<file path="src/rtl/pe_mac_seq.sv">
// pe_mac_seq: sequential signed multiply-accumulate processing element.
// A shift-and-add multiplier consumes STEP bits of |b| per CALC cycle, so one
// op takes DATA_W/STEP + 2 cycles from accept to the next accept. Operands of
// the completed op are forwarded to the neighbour PE alongside the result.
// Optional build macro PE_SAT_EN: saturate the accumulator on overflow instead
// of wrapping. Without it, the result keeps the low ACC_W bits of the sum.
module pe_mac_seq #(
    parameter int DATA_W = 8,
    parameter int ACC_W  = 24,
    parameter int STEP   = 1
) (
    input  logic              clk,
    input  logic              rst,
    input  logic              in_valid,
    output logic              in_ready,
    input  logic [DATA_W-1:0] in_data1,
    input  logic [DATA_W-1:0] in_data2,
    input  logic              acc_clr,
    output logic [ACC_W-1:0]  result,
    output logic              done,
    output logic [DATA_W-1:0] out_data1,
    output logic [DATA_W-1:0] out_data2,
    output logic              overflow
);

    localparam int N     = DATA_W / STEP;
    localparam int CNT_W = (N > 1) ? $clog2(N) : 1;
    localparam int PW    = 2 * DATA_W;

    typedef enum logic [1:0] {IDLE, CALC, DONE} state_t;

    state_t            state, state_nxt;
    logic [CNT_W-1:0]  cnt;
    logic [PW-1:0]     mcand;      // |a|, pre-shifted to the current step position
    logic [DATA_W-1:0] mplier;     // |b|, consumed from the LSB end
    logic [PW-1:0]     partial;
    logic              sign_q;
    logic              clr_q;
    logic [DATA_W-1:0] raw_a, raw_b;

    logic              accept;
    logic              last_step;
    logic [DATA_W-1:0] a_mag, b_mag;
    logic [PW-1:0]     term;
    logic [PW-1:0]     partial_nxt;
    logic [ACC_W:0]    p_mag, p_signed, base, sum;
    logic              ovf_now;
    logic [ACC_W-1:0]  res_nxt;

    assign in_ready  = (state == IDLE) && !rst;
    assign done      = (state == DONE);
    assign accept    = in_valid && in_ready;
    assign last_step = (cnt == CNT_W'(N - 1));

    // Magnitudes as unsigned DATA_W values: -2^(DATA_W-1) maps to 2^(DATA_W-1),
    // which still fits, so the most negative operand needs no special case.
    assign a_mag = in_data1[DATA_W-1] ? (~in_data1 + 1'b1) : in_data1;
    assign b_mag = in_data2[DATA_W-1] ? (~in_data2 + 1'b1) : in_data2;

    // Shift-and-add step and the signed accumulate that lands on the DONE edge
    always_comb begin
        term        = mcand * PW'(mplier[STEP-1:0]);
        partial_nxt = partial + term;
        p_mag       = {{(ACC_W + 1 - PW){1'b0}}, partial_nxt};
        p_signed    = sign_q ? (~p_mag + 1'b1) : p_mag;
        base        = clr_q ? '0 : {result[ACC_W-1], result};
        sum         = base + p_signed;
        // One guard bit: disagreement with the ACC_W sign bit means out of range
        ovf_now     = sum[ACC_W] ^ sum[ACC_W-1];
`ifdef PE_SAT_EN
        if (ovf_now)
            res_nxt = sum[ACC_W] ? {1'b1, {(ACC_W-1){1'b0}}} : {1'b0, {(ACC_W-1){1'b1}}};
        else
            res_nxt = sum[ACC_W-1:0];
`else
        res_nxt = sum[ACC_W-1:0];
`endif
    end

    // State register
    always_ff @(posedge clk) begin
        if (rst) state <= IDLE;
        else     state <= state_nxt;
    end

    // Next-state: accept -> N multiply steps -> one done cycle
    always_comb begin
        state_nxt = state;
        case (state)
            IDLE:    if (accept)    state_nxt = CALC;
            CALC:    if (last_step) state_nxt = DONE;
            DONE:                   state_nxt = IDLE;
            default:                state_nxt = IDLE;
        endcase
    end

    // Datapath: operand capture on accept, multiply steps, result/forward update
    always_ff @(posedge clk) begin
        if (rst) begin
            cnt       <= '0;
            mcand     <= '0;
            mplier    <= '0;
            partial   <= '0;
            sign_q    <= 1'b0;
            clr_q     <= 1'b0;
            raw_a     <= '0;
            raw_b     <= '0;
            result    <= '0;
            out_data1 <= '0;
            out_data2 <= '0;
            overflow  <= 1'b0;
        end else if (accept) begin
            mcand   <= PW'(a_mag);
            mplier  <= b_mag;
            sign_q  <= in_data1[DATA_W-1] ^ in_data2[DATA_W-1];
            raw_a   <= in_data1;
            raw_b   <= in_data2;
            clr_q   <= acc_clr;
            partial <= '0;
            cnt     <= '0;
            // A fresh accumulation starts with a clean flag; this op may set it again
            if (acc_clr) overflow <= 1'b0;
        end else if (state == CALC) begin
            partial <= partial_nxt;
            mcand   <= mcand << STEP;
            mplier  <= mplier >> STEP;
            cnt     <= cnt + 1'b1;
            if (last_step) begin
                result    <= res_nxt;
                out_data1 <= raw_a;
                out_data2 <= raw_b;
                if (ovf_now) overflow <= 1'b1;
            end
        end
    end

endmodule
</file>
<file path="config.mk">
export PLATFORM = sky130hd
export DESIGN_NAME = pe_mac_seq
export DESIGN_NICKNAME = d
export VERILOG_FILES = /design/src/rtl/pe_mac_seq.sv
export SDC_FILE = /design/constraint.sdc
export NUM_CORES = 1
export LEC_CHECK = 0
export ABC_CLOCK_PERIOD_IN_PS = 11000
export BUFFER_PORTS_ARGS = -buffer_cell sky130_fd_sc_hd__buf_2
export CAP_MARGIN = 20
export CORE_MARGIN = 2
export CORE_UTILIZATION = 35
export CTS_CLUSTER_DIAMETER = 80
export DETAILED_ROUTE_END_ITERATION = 8
export HOLD_SLACK_MARGIN = 0.03
export PLACE_DENSITY = 0.61
export SYNTH_ARGS = -nofsm -noshare
export SYNTH_HDL_FRONTEND = slang
export SYNTH_SLANG_ARGS = --single-unit
export TNS_END_PERCENT = 1
</file>
<file path="constraint.sdc">
create_clock -name clk -period 11 [get_ports clk]
set_input_delay 2.2 -clock clk [delete_from_list [all_inputs] [get_ports clk]]
set_output_delay 2.2 -clock clk [all_outputs]
set_load 0.02 [all_outputs]
</file>
==> results of run 1 <==
## Yosys cell counts, types with 2 or more instances
cell / instances
a21o_1: 12
nand2_1: 214
o21bai_1: 7
o41a_1: 4
nand3b_1: 6
xor2_1: 13
nor2b_1: 28
clkbuf_1: 36
inv_1: 12
a21oi_1: 101
a311oi_1: 12
a211o_1: 2
nand2b_1: 6
o211a_1: 3
ha_1: 44
nor2_1: 49
nor4b_1: 2
or3_1: 3
a31oi_1: 3
a211oi_1: 7
nand3_1: 12
o2111ai_1: 2
and2_1: 19
dfxtp_1: 104
buf_1: 7
o21a_1: 8
o31ai_1: 8
or2_2: 3
nor3b_1: 2
fa_1: 2
xnor2_1: 50
nor3_1: 7
o21ai_0: 19
## metrics by stage
step                hold slack [ns]  area [um2]  util (%)
finish                        0.451        7130      40.0
global route                  0.474        7130      40.0
CTS                           0.455        7120      39.9
detailed placement            0.443        6800      38.1
global placement              0.441        6800      38.1
floorplan                     0.423        6300         -
## kinds of logic after synthesis
logic type / Yosys count / synth area share (%)
multiplexers: 1 / 0.159
buffers and inverters: 56 / 3.35
AO/OA/AOI/OAI: 199 / 19.8
adder cells (fa/ha/maj): 46 / 9.37
AND/OR/NAND/NOR: 358 / 25.1
flip-flops: 104 / 33.0
XOR/XNOR: 64 / 9.11
## per-layer routing
metal  GRT usage, %  part of all wire (%)  wire (um)  vias to the layer above
met5              0                     0          0                        -
met3           4.92                   6.2        933                       15
met4           3.65                   1.4        212                        0
li1               -                     -          -                     2900
met2           25.1                    44       6660                      112
met1           22.1                    48       7310                     2492
## layout make-up
type                    count  share of cell area, %
multi-input cells         668                   56.3
flip-flops and latches    104                   29.2
repair buffers             71                   5.40
well taps                 229                   4.02
clock buffers              10                   3.35
clock inverters             6                   1.11
inverters                  12                  0.632
## worst min-delay path, cell delays in order, from the launching register on
cell     delay [ns]
dfxtp_1        0.32
nand2_1        0.05
nand2_1        0.04
## cells in the final DEF (no fill, tap or decap), types with 19 or more instances in the layout
cell type	synthesis	final
a21oi_1	101	101
and2_1	19	19
buf_2	1	62
dfxtp_1	104	104
ha_1	44	44
nand2_1	214	214
nor2_1	49	49
nor2b_1	28	27
o21ai_0	19	19
xnor2_1	50	50
## where the power goes
part / internal, mW / switching, mW / leakage (nW)
clock network: 0.189 / 0.161 / 0.158
registers: 0.387 / 0.00845 / 0.843
logic: 0.0340 / 0.0606 / 2.07
## worst max path at each step
| stage | from | cells after the start | slack (ns) | endpoint |
|---|---|---|---|---|
| finish | mplier[0] | 23 | 4.70 | overflow |
| global route | mplier[0] | 23 | 4.03 | overflow |
| CTS | mplier[0] | 23 | 4.70 | overflow |
| detailed placement | mplier[0] | 23 | 4.75 | overflow |
| global placement | mplier[0] | 23 | 4.86 | overflow |
| floorplan | mplier[0] | 26 | 5.23 | overflow |
## state kept, by name (all words and copies together) (netlist names)
signal	flops
overflow	1
raw_b	8
out_data1	8
mcand	16
mplier	8
raw_a	8
cnt	3
sign_q	1
out_data2	8
state	2
partial	16
clr_q	1
result	24
==> impl_metrics.toml, run 1 <==
[run_status]
outcome = "finished, final reports clean"

[job]
maxCapViolCount = 0

[synthesis]
synth_warnings = 0
synthCells = 828
ys_ff_latch = 104
synth_top_area_share_pct = 33.0
synth_ff_type = "dfxtp_1"
yosys.area.top_type = "dfxtp_1"
netlist_area_um2 = 6300
avgSynthCellArea_um2 = 7.61
syn-num-nets = 894
netlist_top_cells_area = "dfxtp_1, nand2_1, ha_1"
yosysUniqueCellTypes = 54
async_flop_share_pct = 0
synth_seq_area_share_pct = 33.0
synth-edff-count = 0

[global_routing]
antenna_found_initial = 0
grt_first_pass_wirelength_um = 25800
grt_pass1_vias = 5253
track_usage_pct = 16.2
grt_overflow = 0
grt_max_degree = 77

[setup_path]
critPathKind = "reg2reg"
start_kind = "flop"
rr_worst_depth = 23
regToRegEndpoint = "overflow"
crit_top_cell = "a21oi_1"
cp.arrival_ns = 6.55
cpPeakStageDelay_ns = 0.64
cp_cell_sequence = "and2_1 -> ha_1 -> fa_1 -> a21oi_1 -> o21ai_0 -> a21oi_1 -> xor2_1 -> or4b_2 -> nor3_1 -> nand2_1 -> or3_1 -> o31ai_1 -> xnor2_1 -> ha_1 -> nand2_1 -> nor3_1 -> a221o_1 -> a211oi_1 -> o21ai_0 -> a21oi_1 -> xnor3_1 -> xnor2_1 -> a21oi_1"
crit_required_ns = 11.25
worstPathMaxFanout = 17
cpMaxStageDelayCell = "or4b_2"
cp-end-kind = "flop"
cpLargestDelayFamily = "compound AO/OA/AOI/OAI gates"
r2r-start = "mplier[0]"
path_buf_inv = 0
worst-r2r-setup-slack_ns = 4.70

[timing]
max_freq_mhz = 159
finalSetupViolCount = 0
period_needed_ns = 6.30
fin_crit_sh_pct = 57.3
finClkSkew_ns = 0.00739
tightest_slew_ns = 0.905
rsz0062_at_grt = "no"
final_hold_viol_count = 0
drv_slew = 0
relSlewSlack_pct = 39.6
setup_tns_ns = 0
fin_ws_ns = 4.70

[floorplanning]
num_rows = 49
die_area_um2 = 19100
io_pins = 63
coreArea_um2 = 17800
start_util_pct = 35.3
die_w_um = 138
fp.dieH_um = 138

[cells_and_area]
seqCellArea_um2 = 2080
diodes = 0
area_delta_synth_final_pct = 13.1
fillCellCount = 1845
fin_nets = 932
post_route_cells_drive_above_1_share_pct = 10.8
multi_input_area_um2 = 4010
final_cell_count_no_fill = 1100

[placed_design]
placedCellCount = 1083
place_ws_ns = 4.75
dp_hpwl_um = 10500
io_buffer_count = 62
gp_congestion = 0.861

[clock_tree]
cts_resized = 0
cts.clk_slew.worst_paths_ns = 0.08
clock_path_buffers = 2
cts_buffers = 9
cts_max_level = 3
cts-root-buf = "clkbuf_16"
clock_latency_ns = 0.36
postCtsSetupBuffers = 0
cts_hold_buf = 0
cts_tree = "built"
numClockSinks = 104

[worst_hold_path]
holdPathStages = 2
hold_start = "raw_b[0]"
hold_path_end = "raw_b[0]"
hold_path.class = "reg2reg"

[routing]
drc = 0
vias = 5519
first_pass_iters = 4
drt_wl_total_um = 15100
dr.first_iter.drc_count = 230
viasPerCell = 5.02
final_antenna_net_count = 0
avgRoutedWirePerCell_um = 13.7

[pwr]
p_leak_nw = 3.08
ir_worst_vdd_v = 0.0000787
p_total_mw = 0.840
power_density_nw_per_um2 = 118
No activity file was read; power rests on OpenSTA's default activity.
==> run 2: changes to the inputs <==
--- a/config.mk
+++ b/config.mk
@@ -5,7 +5,7 @@
 export SDC_FILE = /design/constraint.sdc
 export NUM_CORES = 1
 export LEC_CHECK = 0
-export ABC_CLOCK_PERIOD_IN_PS = 11000
+export ABC_CLOCK_PERIOD_IN_PS = 6500
 export BUFFER_PORTS_ARGS = -buffer_cell sky130_fd_sc_hd__buf_2
 export CAP_MARGIN = 20
 export CORE_MARGIN = 2
==> constraint.sdc (replaced) <==
create_clock -name clk -period 6.5 [get_ports clk]
set_input_delay 1.3 -clock clk [delete_from_list [all_inputs] [get_ports clk]]
set_output_delay 1.3 -clock clk [all_outputs]
set_load 0.02 [all_outputs]
==> impl_metrics.toml, run 2 (synthesis gave the netlist of run 1 again) <==
[timing]
finClkSkew_ns = 0.00634
period_needed_ns = 5.98
tightest_slew_ns = 0.887
fin_crit_sh_pct = 92.0
drv_slew = 0
rsz0062_at_grt = "no"
final_hold_viol_count = 0
relSlewSlack_pct = 40.9
setup_tns_ns = 0
finalSetupViolCount = 0
max_freq_mhz = 167
whs_ns = 0.450

[routing]
final_antenna_net_count = 0
vias = 5519
drt_wl_total_um = 15100
viasPerCell = 4.99
dr.first_iter.drc_count = 282
drc = 0
first_pass_iters = 5
avgRoutedWirePerCell_um = 13.7

[cells_and_area]
top_register = "result"
final_common_cell = "nand2_1"
post_route_cells_drive_above_1_share_pct = 11.3
seqCellArea_um2 = 2080
reg_top3 = "result: 24 flops, mcand: 16 flops, partial: 16 flops"
diodes = 0
final_cell_mix = "nand2_1, dfxtp_1, a21oi_1, buf_2, xnor2_1"
fin_util_pct = 40.0
fin_nets = 937
multi_input_area_um2 = 4020
fillCellCount = 1835
finish.instance_area_um2 = 7140
largest_register_ffs = 24
area_delta_synth_final_pct = 13.2

[global_routing]
grt_first_pass_wirelength_um = 25600
grtUsageMet2_pct = 25.2
grt_pass1_vias = 5222
grt.met1_usage_pct = 22.5
grt_overflow = 0
antenna_found_initial = 0
grt_max_degree = 77
track_usage_pct = 16.0
use_met3_pct = 4.19
top_usage_layer = "met2"

[pwr]
switching_share_pct = 27.9
p_clk_share_pct = 39.1
ir_worst_vdd_v = 0.000154
power.switching_mw = 0.380
p_leak_nw = 3.08
intPower_mw = 0.982
seqPwrFrac_pct = 49.0
p_comb_share_pct = 11.9
power_density_nw_per_um2 = 191
p_total_mw = 1.36

[placed_design]
place_area_um2 = 6840
gp_congestion = 0.868
io_buffer_count = 62
dp_hpwl_um = 10700

[floorplanning]
coreArea_um2 = 17800
die_area_um2 = 19100
die_w_um = 138
fp.dieH_um = 138
num_rows = 49
start_util_pct = 35.3
io_pins = 63

[clock_tree]
postCtsSetupBuffers = 0
cts_hold_buf = 0
cts.clk_slew.worst_paths_ns = 0.07
clock_latency_ns = 0.35
cts_buffers = 9
cts_max_level = 3
clock_path_buffers = 2
numClockSinks = 104
cts-root-buf = "clkbuf_16"
cts_tree = "built"

[setup_path]
start_kind = "flop"
crit_required_ns = 6.74
cp-end-kind = "flop"
cp.arrival_ns = 6.22
critPathKind = "reg2reg"
worstPathMaxFanout = 6

[job]
maxCapViolCount = 0

[run_status]
outcome = "finished, final reports clean"

[worst_hold_path]
hold_path.class = "reg2reg"
==> run 2: layout make-up <==
type	instances	area share [%]
flip-flops and latches	104	29.2
clock buffers	10	3.21
inverters	12	0.631
repair buffers	76	5.92
multi-input cells	668	56.3
clock inverters	6	0.771
well taps	229	4.01
==> run 2: path summary, 6_finish.rpt <==
| kind | from | end | slack (ns) | depth (start not counted) |
|---|---|---|---|---|
| worst max-delay path | mcand[0] | overflow | 0.52 | 24 |
| worst min register to register | raw_b[0] | raw_b[0] | 0.45 | 2 |
| worst max register to register | mcand[0] | overflow | 0.52 | 24 |
| worst min-delay path | raw_b[0] | raw_b[0] | 0.45 | 2 |
==> run 2: what timing repair did <==
item | CTS | global route
endpoints found under the setup margin | 0 | 1
hold endpoints to repair | 0 | 0
resized for setup | 0 | 1
==> run 2: per-stage QoR <==
stage          instances  setup slack, ns
6_report            1105            0.519
2_1_floorplan        828            0.727
3_3_place_gp        1088            0.533
3_5_place_dp        1088            0.432
5_1_grt             1105            0.112
4_1_cts             1104            0.390
==> run 2: power groups by stage <==
stage                     Sequential, mW  Clock [mW]  Combinational, mW
after floorplan                    0.678           0              0.124
after global placement             0.683           0              0.160
after detailed placement           0.683           0              0.161
after CTS                          0.668       0.552              0.162
after global routing               0.671       0.574              0.182
final                              0.668       0.533              0.162
==> run 2: critical path, cell delays in order (launching register included) <==
cell and delay [ns]:
dfxtp_1 0.32, and2_1 0.16, ha_1 0.21, fa_1 0.41, a21oi_1 0.23, o21bai_1 0.11, xor2_1 0.18, or2_1 0.25
or3_1 0.32, or3b_1 0.42, or4b_1 0.62, nand2_1 0.14, xnor2_1 0.08, ha_1 0.36, o21a_1 0.19, a21oi_1 0.18
o21bai_1 0.08, a21o_1 0.19, a221o_1 0.33, a211oi_2 0.29, o21ai_0 0.14, a21oi_1 0.17, xnor3_1 0.25, xnor2_1 0.15
a21oi_1 0.08
==> run 2: per-layer routing <==
| metal | up-vias | share of wire, % |
|---|---|---|
| li1 | 2913 | - |
| met1 | 2510 | 50 |
| met2 | 91 | 45 |
| met3 | 5 | 4.1 |
| met4 | 0 | 0.46 |
| met5 | - | 0 |
==> run 3: changes to the inputs <==
--- a/config.mk
+++ b/config.mk
@@ -5,6 +5,7 @@
 export SDC_FILE = /design/constraint.sdc
 export NUM_CORES = 1
 export LEC_CHECK = 0
+export ABC_AREA = 1
 export ABC_CLOCK_PERIOD_IN_PS = 6500
 export BUFFER_PORTS_ARGS = -buffer_cell sky130_fd_sc_hd__buf_2
 export CAP_MARGIN = 20
==> impl_metrics.toml, run 3 <==
[placed_design]
gp_congestion = 0.912
dp_hpwl_um = 14000
placedCellCount = 1424
io_buffer_count = 62

[cells_and_area]
fillCellCount = 2204
area_delta_synth_final_pct = 11.7
reg_top3 = "result: 24 flops, mcand: 16 flops, partial: 16 flops"
final_common_cell = "nand2_1"
final_cell_mix = "nand2_1, inv_1, dfxtp_1, a21oi_1, nor2_1"
fin_util_pct = 39.9
multi_input_area_um2 = 4270
fin_nets = 1231
final_cell_count_no_fill = 1441
largest_register_ffs = 24
post_route_cells_drive_above_1_share_pct = 11.5
top_register = "result"
seqCellArea_um2 = 2080

[pwr]
p_leak_nw = 4.40
p_comb_share_pct = 19.5
power_density_nw_per_um2 = 189
p_clk_share_pct = 35.9
seqPwrFrac_pct = 44.6
intPower_mw = 1.03
ir_worst_vdd_v = 0.000118
power.switching_mw = 0.495
switching_share_pct = 32.4

[timing]
max_freq_mhz = 211
drv_slew = 0
fin_crit_sh_pct = 72.9
rsz0062_at_grt = "no"
period_needed_ns = 4.74
finalSetupViolCount = 0
final_hold_viol_count = 0
tightest_slew_ns = 0.852
setup_tns_ns = 0
finClkSkew_ns = 0.0156
relSlewSlack_pct = 43.1

[global_routing]
grt_pass1_vias = 6295
grt_first_pass_wirelength_um = 30000
antenna_found_initial = 1
grt_max_degree = 59
track_usage_pct = 16.7
grt_overflow = 0

[synthesis]
yosysUniqueCellTypes = 45
netlist_top_cells_area = "dfxtp_1, nand2_1, inv_1"
yosys.area.top_type = "dfxtp_1"
syn-num-nets = 1191
synth_common_cells = "nand2_1, inv_1, dfxtp_1"
synth-edff-count = 0
avgSynthCellArea_um2 = 6.42
synthMostInstantiatedCell = "nand2_1"
synth_top_area_share_pct = 28.8
synth_ff_type = "dfxtp_1"
async_flop_share_pct = 0
synthCells = 1125
ys_ff_latch = 104
netlist_area_um2 = 7220
synth_warnings = 0
synth_seq_area_share_pct = 28.8

[clock_tree]
cts-root-buf = "clkbuf_16"
cts_resized = 0
cts.clk_slew.worst_paths_ns = 0.08
postCtsSetupBuffers = 0
cts_tree = "built"
clock_path_buffers = 2
cts_buffers = 9
numClockSinks = 104
cts_hold_buf = 0
cts_max_level = 3
clock_latency_ns = 0.36

[worst_hold_path]
holdPathStages = 2
hold_path_end = "raw_b[7]"
hold_start = "raw_b[7]"
hold_path.class = "reg2reg"

[setup_path]
cp-end-kind = "flop"
worstPathMaxFanout = 17
rr_worst_depth = 26
cp.arrival_ns = 5.05
start_kind = "flop"
startpoint = "mplier[0]"
regToRegEndpoint = "result[20]"
critPathKind = "reg2reg"
crit_required_ns = 6.81
worst-r2r-setup-slack_ns = 1.76
r2r-start = "mplier[0]"

[routing]
first_pass_iters = 8
dr.first_iter.drc_count = 341
vias = 6928
final_antenna_net_count = 0
avgRoutedWirePerCell_um = 12.7
drt_wl_total_um = 18200
drc = 0
viasPerCell = 4.81

[floorplanning]
die_area_um2 = 21800
die_w_um = 148
fp.dieH_um = 148
io_pins = 63
coreArea_um2 = 20200
start_util_pct = 35.7
num_rows = 52

[run_status]
outcome = "finished, final reports clean"

[job]
maxCapViolCount = 0
-- run 3: cell types whose count changed in the layout (fill, tap and decap cells not counted), moves of 26 or more --
cell / delta
nor2_1: +28
nand3_1: +26
inv_1: +181
nor2b_1: -27
xnor2_1: -39
nand2_1: +100
o21ai_0: +39
-- run 3: worst max path at each step --
stage | end | slack [ns] | cells past startpoint
after floorplan | result[18] | 2.14 | 27
after global placement | overflow | 1.93 | 26
after detailed placement | overflow | 1.82 | 28
after CTS | result[20] | 1.78 | 26
after global routing | result[20] | 1.22 | 28
final | result[20] | 1.76 | 26
-- run 3: area by class of cell --
| type | count | area share (%) |
|---|---|---|
| Antenna cell | 1 | 0.0310 |
| Clock buffer | 9 | 2.79 |
| Clock inverter | 7 | 0.899 |
| Inverter | 195 | 9.07 |
| Multi-Input combinational cell | 788 | 52.9 |
| Sequential cell | 104 | 25.8 |
| Tap cell | 270 | 4.19 |
| Timing Repair Buffer | 67 | 4.31 |
-- run 3: metrics by stage --
| stage | hold WS [ns] | power [mW] | instance area, um2 | setup slack (ns) |
|---|---|---|---|---|
| floorplan | 0.419 | 0.919 | 7220 | 2.14 |
| global placement | 0.435 | 0.993 | 7770 | 1.93 |
| detailed placement | 0.440 | 0.993 | 7770 | 1.82 |
| CTS | 0.459 | 1.55 | 8070 | 1.78 |
| global route | 0.481 | 1.61 | 8070 | 1.22 |
| finish | 0.457 | 1.53 | 8070 | 1.76 |
-- run 3: power by group through the flow --
stage,Sequential [mW],Combinational (mW),Clock (mW)
floorplan,0.687,0.232,0
global placement,0.696,0.297,0
detailed placement,0.696,0.297,0
CTS,0.682,0.299,0.568
global route,0.685,0.338,0.588
finish,0.682,0.297,0.548
-- run 3: layer usage --
metal / up-vias / wire [um] / track usage (%) / part of all wire [%]
met1: 3134 / 8930 / 22.4 / 49
met2: 144 / 8230 / 27.5 / 45
li1: 3636 / - / - / -
met4: 0 / 215 / 3.94 / 1.2
met5: - / 0 / 0 / 0
met3: 14 / 874 / 3.70 / 4.8
-- run 3: kinds of logic after synthesis --
kind of cell	synth area share (%)
AO/OA/AOI/OAI	15.8
XOR/XNOR	4.61
adder cells (fa/ha/maj)	8.18
buffers and inverters	12.2
flip-flops	28.8
AND/OR/NAND/NOR	30.4
-- run 3: worst max-delay path, stage by stage (launching register included) --
cell	delay, ns
dfxtp_1	0.49
nand2_1	0.13
inv_1	0.05
ha_1	0.22
fa_1	0.44
xor2_1	0.23
nor2_1	0.19
nand3_2	0.09
nor2_2	0.12
nand3_2	0.09
nor3_2	0.16
nand3_2	0.13
o21ai_2	0.22
o21a_1	0.17
xnor2_1	0.11
inv_1	0.06
ha_1	0.34
nand2_1	0.12
nor4_1	0.42
a21oi_1	0.17
nor2_1	0.12
nor2_1	0.09
nor2_1	0.13
nor2_1	0.05
o21ai_0	0.15
o221ai_1	0.12
inv_1	0.08
